===== config.mk =====
export PLATFORM = sky130hd
export DESIGN_NAME = mem_arbiter
export DESIGN_NICKNAME = d
export VERILOG_FILES = /design/src/rtl/mem_arbiter.sv
export SDC_FILE = /design/constraint.sdc
export NUM_CORES = 1
export LEC_CHECK = 0
export CAP_MARGIN = 40
export CELL_PAD_IN_SITES_DETAIL_PLACEMENT = 1
export CELL_PAD_IN_SITES_GLOBAL_PLACEMENT = 1
export CORE_ASPECT_RATIO = 0.5
export CORE_MARGIN = 4
export CORE_UTILIZATION = 11
export DETAILED_ROUTE_END_ITERATION = 7
export HOLD_SLACK_MARGIN = 0.1
export MAX_ROUTING_LAYER = met4
export PLACE_DENSITY = 0.86
export SYNTH_ARGS = -nofsm -noshare
export SYNTH_HDL_FRONTEND = slang
export SYNTH_SLANG_ARGS = --single-unit

===== constraint.sdc =====
create_clock -name clk -period 1.7 [get_ports clk]
set_input_delay 0.17 -clock clk [delete_from_list [all_inputs] [get_ports clk]]
set_output_delay 0.17 -clock clk [all_outputs]
set_load 0.02 [all_outputs]

===== src/rtl/mem_arbiter.sv =====
// Two-requester arbiter sharing one single-port memory between instruction fetch and load/store.
// Only one transaction is in flight at a time. Read data is routed back to the requester that issued the read.
module mem_arbiter #(
  parameter int AW     = 32,
  parameter int DW     = 32,
  parameter int RD_LAT = 2
) (
  input  logic          clk,
  input  logic          reset,
  input  logic          if_req,
  input  logic [AW-1:0] if_addr,
  output logic          if_gnt,
  output logic          if_rvalid,
  output logic [DW-1:0] if_rdata,
  input  logic          d_req,
  input  logic          d_we,
  input  logic [AW-1:0] d_addr,
  input  logic [DW-1:0] d_wdata,
  output logic          d_gnt,
  output logic          d_rvalid,
  output logic [DW-1:0] d_rdata,
  output logic          mem_en,
  output logic          mem_we,
  output logic [AW-1:0] mem_addr,
  output logic [DW-1:0] mem_wdata,
  input  logic [DW-1:0] mem_rdata,
  output logic          busy
);

  typedef enum logic {IDLE, WAIT} state_t;

  localparam logic [2:0] CNT_INIT = 3'(RD_LAT - 1);

  state_t     state, state_nxt;
  logic [2:0] cnt, cnt_nxt;
  logic       owner, owner_nxt;
  logic       last, last_nxt;
  logic       win_if, win_d;

  assign if_rdata = mem_rdata;
  assign d_rdata  = mem_rdata;

  always_ff @(posedge clk or negedge reset) begin
    if (!reset) begin
      state <= IDLE;
      cnt   <= 3'd0;
      owner <= 1'b0;
      last  <= 1'b0;
    end else begin
      state <= state_nxt;
      cnt   <= cnt_nxt;
      owner <= owner_nxt;
      last  <= last_nxt;
    end
  end

  // Outputs are gated by reset so grants and strobes stay low while it is held.
  always_comb begin
    state_nxt = state;
    cnt_nxt   = cnt;
    owner_nxt = owner;
    last_nxt  = last;
    win_if    = 1'b0;
    win_d     = 1'b0;
    if_gnt    = 1'b0;
    d_gnt     = 1'b0;
    if_rvalid = 1'b0;
    d_rvalid  = 1'b0;
    mem_en    = 1'b0;
    mem_we    = 1'b0;
    mem_addr  = '0;
    mem_wdata = '0;
    busy      = 1'b0;

    if (reset) begin
      case (state)
        IDLE: begin
          // On a conflict the side that did not win last time goes first.
          win_d  = d_req && (!if_req || !last);
          win_if = if_req && !win_d;
          if (win_d) begin
            d_gnt     = 1'b1;
            mem_en    = 1'b1;
            mem_we    = d_we;
            mem_addr  = d_addr;
            mem_wdata = d_wdata;
          end else if (win_if) begin
            if_gnt   = 1'b1;
            mem_en   = 1'b1;
            mem_addr = if_addr;
          end
          if (if_req && d_req) begin
            last_nxt = win_d;
          end
          if (win_if || (win_d && !d_we)) begin
            state_nxt = WAIT;
            cnt_nxt   = CNT_INIT;
            owner_nxt = win_d;
          end
        end
        WAIT: begin
          busy = 1'b1;
          if (cnt == 3'd0) begin
            if_rvalid = !owner;
            d_rvalid  = owner;
            state_nxt = IDLE;
          end else begin
            cnt_nxt = cnt - 3'd1;
          end
        end
        default: state_nxt = IDLE;
      endcase
    end
  end

endmodule


==> Yosys cells after proc, flatten, opt, wreduce, memory -nomap -nowiden <==
Cells that the tools add are included.
{ "word_totals": {"regBits": 6, "inputBits": 133, "output_inout_bits": 135} }
{ "classes": {"n_reduce_logical": 15, "addsub": 1, "bitwise_logic": 1, "n_eq_ne": 2, "n_mux": 34} }
{ "op_table": {"columns": ["cell", "n"], "rows": [
  ["2-to-1 mux 32 bit", 7],
  ["2-to-1 mux 1 bit", 23],
  ["AND reduction 3 bit", 3],
  ["2-to-1 mux 3 bit", 2],
  ["case mux 3 bit (2 select lines)", 1],
  ["logical NOT 1 bit", 5],
  ["logical AND 1 bit", 4],
  ["inequality test 2 bit (second input constant)", 2],
  ["logical NOT 3 bit", 1],
  ["subtractor 3 x 1 -> 3 bit (second input constant)", 1],
  ["logical OR 1 bit", 2],
  ["case mux 1 bit (2 select lines)", 1],
  ["NOT 1 bit", 1]
]} }

==> Logic depth before layout (Yosys ltp) <==
{ "depth": {"ltp_word": 9, "mapped_depth": 7, "depth_no_buf": 7} }

==> Worst setup path before layout <==
Ideal clock, no wire load.
{ "synth_path": {"kind": "reg2out", "start": "reg last", "end": "out mem_addr[23]", "path_slack_ps": 270, "t_arrival_ps": 1260, "stages_incl_launch_ff": 6, "cell_sequence": "dfrtp_1 nand2b_1 and3_1 buf_2 buf_4 a22o_1"} }
{ "synth_between": {"elab_chain_cells": 9} }
{ "synth_lines": {"columns": ["item", "line", "text"], "rows": [
  ["start: declaration", "37", "logic last, last_nxt;"],
  ["start signal: assignment", "53", "last <= last_nxt;"],
  ["logical NOT 1 bit (*)", "79", "win_d = d_req && (!if_req || !last);"],
  ["logical OR 1 bit (*)", "79", null],
  ["logical AND 1 bit (*)", "79", null],
  ["logical NOT 1 bit", "80", "win_if = if_req && !win_d;"],
  ["logical AND 1 bit", "80", null],
  ["2-to-1 mux 32 bit", "87", "end else if (win_if) begin"],
  ["2-to-1 mux 32 bit (*)", "81", "if (win_d) begin"],
  ["2-to-1 mux 32 bit (*)", "76", "case (state)"],
  ["2-to-1 mux 32 bit (*)", "75", "if (reset) begin"],
  ["end: declaration", "24", "output logic [AW-1:0] mem_addr,"]
]} }
Mark *: on every way between the ends. The rest lies on a longest branch, timed or not.

==> Worst setup path in the final report <==
{ "layout_path": {"start": "reg state", "end": "out mem_addr[1]"} }
{ "layout_between": {"elab_chain_cells": 2} }
{ "layout_lines": {"columns": ["item", "line", "text"], "rows": [
  ["start: declaration", "34", "state_t state, state_nxt;"],
  ["start signal: assignment", "50", "state <= state_nxt;"],
  ["2-to-1 mux 32 bit", "76", null],
  ["2-to-1 mux 32 bit", "75", null]
]} }
Every way passes these cells.

==> metrics.txt <==
# TYPE chip_impl_metric gauge
chip_impl_info{name="outcome",value="finished, violations left"} 1
chip_impl_info{name="violations_in_the_final_reports",value="setup timing"} 1
chip_impl_metric{name="p_leak",unit="uW"} 0.001546
chip_impl_metric{name="cts_htree_levels",unit=""} 1
chip_impl_metric{name="synth_top_cell_area_share",unit="%"} 36.60
chip_impl_metric{name="syn2layout_area_growth",unit="%"} 147.9
chip_impl_info{name="synth_top_cells_by_area",value="sky130_fd_sc_hd__buf_4 (37%), sky130_fd_sc_hd__a22o_1 (20%), sky130_fd_sc_hd__and2_1 (15%), sky130_fd_sc_hd__dfrtp_1 (11%), sky130_fd_sc_hd__buf_6 (2.4%)"} 1
chip_impl_info{name="synth.most_common_cell",value="sky130_fd_sc_hd__buf_4"} 1
chip_impl_info{name="combinational_family_with_the_most_area_after_synthesis",value="buffers and inverters"} 1
chip_impl_metric{name="first_pass_grt_wire_length",unit="um"} 11900
chip_impl_metric{name="gp_congestion",unit=""} 0.8398
chip_impl_metric{name="ys.warnings.count",unit=""} 0
chip_impl_metric{name="max_cap_violations",unit=""} 0
chip_impl_metric{name="yosys.area_share.simple",unit="%"} 22.10
chip_impl_metric{name="dr.pass1.iters",unit=""} 4
chip_impl_metric{name="boundaryPins",unit=""} 268
chip_impl_metric{name="fillCellCount",unit=""} 1389
chip_impl_metric{name="timing.hold.ws",unit="ps"} 340.0
chip_impl_metric{name="routed_via_density",unit=""} 3.579
chip_impl_metric{name="fmax_achieved",unit="MHz"} 557.2
chip_impl_metric{name="wirelength",unit="um"} 8418
chip_impl_metric{name="slew_viol_final",unit=""} 0
chip_impl_metric{name="finish.utilization",unit="%"} 28.78
chip_impl_metric{name="slew-limit-headroom",unit="%"} 80.52
chip_impl_metric{name="dr_total_vias",unit=""} 1693
chip_impl_metric{name="crit_arrival",unit="ps"} 1620
chip_impl_metric{name="synth.yosys.seq_area_share",unit="%"} 10.61
chip_impl_metric{name="final_critical_path_setup_slack",unit="ps"} -94.74
chip_impl_metric{name="sink_count_of_the_clock_tree",unit=""} 6
chip_impl_metric{name="buffer_levels_on_the_longest_clock_path",unit=""} 2
chip_impl_metric{name="placeableCoreArea",unit="mm2"} 0.01219
chip_impl_metric{name="multiInputGateArea",unit="um2"} 774.5
chip_impl_metric{name="finalClockSkew",unit="ps"} 0.6460
chip_impl_metric{name="post_route_cells_drive_above_1_share",unit="%"} 45.78
chip_impl_metric{name="seq_area",unit="um2"} 150.1
chip_impl_metric{name="synth_fa_ha_area_share",unit="%"} 1.768
chip_impl_info{name="crit_type",value="reg -> out"} 1
chip_impl_metric{name="net_count_after_synthesis",unit=""} 311
chip_impl_metric{name="finalCriticalPeriod",unit="ps"} 1795
chip_impl_info{name="critical_path.endpoint_type",value="output pin"} 1
chip_impl_metric{name="number_of_synthesized_flops_with_an_enable_pin",unit=""} 0
chip_impl_metric{name="drc",unit=""} 0
chip_impl_metric{name="fin_nets",unit=""} 445
chip_impl_metric{name="critical_path_peak_fanout",unit=""} 5
chip_impl_metric{name="clock_pin_slew_on_the_worst_setup_and_hold_paths",unit="ps"} 30
chip_impl_metric{name="port_buffers",unit=""} 171
chip_impl_metric{name="overflow",unit=""} 0
chip_impl_metric{name="power_density",unit="mW/mm2"} 796.0
chip_impl_metric{name="synth-seq-cells",unit=""} 6
chip_impl_metric{name="netlist_instances",unit=""} 176
chip_impl_metric{name="initial_utilization",unit="%"} 11.61
chip_impl_metric{name="num_cts_buffers",unit=""} 3
chip_impl_metric{name="floorplan.die.width",unit="um"} 168.4
chip_impl_metric{name="fp-row-count",unit=""} 28
chip_impl_metric{name="finalHoldViolations",unit=""} 0
chip_impl_info{name="yosys_most_used_dff",value="sky130_fd_sc_hd__dfrtp_1"} 1
chip_impl_metric{name="floorplan.die.height",unit="um"} 88.20
chip_impl_metric{name="power.ir.vdd_worst",unit="uV"} 278.8
chip_impl_metric{name="preCtsSetupSlack",unit="ps"} -599.2
chip_impl_info{name="cp-start-kind",value="flop"} 1
chip_impl_info{name="cell_accounting_for_the_most_synthesized_area",value="sky130_fd_sc_hd__buf_4"} 1
chip_impl_metric{name="finalSetupViolCount",unit=""} 58
chip_impl_metric{name="die_footprint",unit="mm2"} 0.01485
chip_impl_metric{name="detail_route.iter0.violations",unit=""} 39
chip_impl_metric{name="clock_latency",unit="ps"} 230
chip_impl_metric{name="synth_cell_type_count",unit=""} 23
chip_impl_metric{name="post_synth_instance_area",unit="mm2"} 0.001415
chip_impl_metric{name="route.antenna.remaining_nets",unit=""} 0
chip_impl_metric{name="mean_instance_size_in_the_synthesized_netlist",unit="um2"} 8.040
chip_impl_metric{name="grt_pass1_vias",unit=""} 1931
chip_impl_metric{name="place_hpwl",unit="um"} 6310
chip_impl_info{name="holdCritPathClass",value="in -> out"} 1
chip_impl_metric{name="worst_slew_pin_slew",unit="ps"} 291.3
chip_impl_metric{name="worst-endpoint-required",unit="ps"} 1530
chip_impl_metric{name="synthMuxAreaShare",unit="%"} 0
chip_impl_metric{name="detail_route.wl_per_cell",unit="um"} 17.80
chip_impl_metric{name="synth-xor-area-share",unit="%"} 0.6189
chip_impl_metric{name="antenna_found_initial",unit=""} 0
chip_impl_info{name="clock_tree.root_cell",value="sky130_fd_sc_hd__clkbuf_16"} 1
chip_impl_metric{name="synth-compound-area-share",unit="%"} 23.52
chip_impl_metric{name="fin_setup_tns",unit="ps"} -2900
chip_impl_metric{name="post-route-period-util",unit="%"} 105.6
chip_impl_info{name="synth.cells.most_frequent",value="sky130_fd_sc_hd__buf_4 (69), sky130_fd_sc_hd__and2_1 (34), sky130_fd_sc_hd__a22o_1 (32)"} 1
chip_impl_metric{name="grt_util_all_layers",unit="%"} 10.81
chip_impl_metric{name="n_antenna_cell",unit=""} 0
chip_impl_info{name="cts_tree",value="done"} 1
chip_impl_metric{name="grt_start_max_net_pins",unit=""} 14
chip_impl_metric{name="synth_async_sr_flop_share",unit="%"} 100.0
chip_impl_info{name="unrepaired_setup_endpoints_after_global_routing",value="yes"} 1
-- kinds of logic after synthesis --
group	count (synthesis)
buf+inv	80
simple gates	48
compound gates	39
flops	6
fa+ha+maj	2
xor+xnor	1
-- area by class of cell --
| cell class | instances | area share (%) |
|---|---|---|
| inverters | 5 | 0.5350 |
| repair buffers | 204 | 65.09 |
| clock buffers | 3 | 2.140 |
| well taps | 165 | 5.884 |
| flip-flops and latches | 6 | 4.280 |
| multi-input cells | 90 | 22.08 |
-- worst max-delay path: stages, from the launching register on --
cell and delay [ps]:
sky130_fd_sc_hd__dfrtp_1 400, sky130_fd_sc_hd__nor2b_4 130, sky130_fd_sc_hd__buf_4 120, sky130_fd_sc_hd__and3_4 230
sky130_fd_sc_hd__buf_12 130, sky130_fd_sc_hd__buf_16 110, sky130_fd_sc_hd__a22o_1 150, sky130_fd_sc_hd__buf_6 130
-- state kept, by name, indices dropped and copies added (netlist names) --
name	cells
state	1
last	1
cnt	3
owner	1
-- power by group --
part	switching, uW	internal (uW)	total [uW]	leakage, uW
clock	81.4	302	383	0.0000370
combinational	894	1270	2160	0.00144
sequential	40.2	208	248	0.0000729
total	1020	1780	2790	0.00155
-- placed cells by master, fill, tap and decap left out, drive strengths merged --
| master | count |
|---|---|
| o21a | 1 |
| o211ai | 1 |
| clkbuf | 7 |
| nor2b | 2 |
| and2 | 34 |
| ha | 2 |
| xnor2 | 1 |
| dfrtp | 6 |
| nor3b | 1 |
| a31oi | 1 |
| and3 | 4 |
| nand2 | 2 |
| nand3 | 1 |
| dlygate4sd2 | 5 |
| dlygate4sd3 | 1 |
| o21ai | 1 |
| nor4b | 2 |
| clkdlybuf4s50 | 97 |
| a31o | 3 |
| inv | 5 |
| nand2b | 2 |
| a22o | 32 |
| bufbuf | 1 |
| buf | 96 |
-- routing by layer --
layer / track usage (%) / up-vias / routed length [um]
met3: 3.156 / 11 / 425
met4: 2.651 / 0 / 78
met5: - / - / 0
met2: 19.14 / 56 / 4656
li1: - / 807 / -
met1: 12.20 / 819 / 3257
-- per-stage QoR --
| stage | area [um2] | std cells | total power (uW) |
|---|---|---|---|
| final | 3508 | 473 | 2793 |
| after global routing | 3508 | 473 | 2958 |
| after CTS | 3415 | 470 | 2733 |
| after detailed placement | 2917 | 452 | 1936 |
| after global placement | 2917 | 452 | 1895 |
| after floorplan | 1415 | 176 | 1256 |
-- what timing repair did --
item                                    in CTS  in global routing
endpoints found under the hold margin        6                  0
pin swaps                                   31                  8
buffers inserted                             7                  1
hold buffers                                 1                  0
resized for setup                          433                 15
cloned                                       7                  2
endpoints found under the setup margin      71                 72
-- path summary, 6_finish.rpt --
path,cells after the start,endpoint,startpoint,slack [ps]
max,7,mem_addr[1],state,-90
min,0,d_rdata[1],mem_rdata[1],340
max reg2reg,6,cnt[1],state,110
min reg2reg,1,cnt[1],cnt[1],520
max in group asynchronous,3,owner,reset,790
min in group asynchronous,3,cnt[2],reset,690
Power figures use the tool's default switching activity.
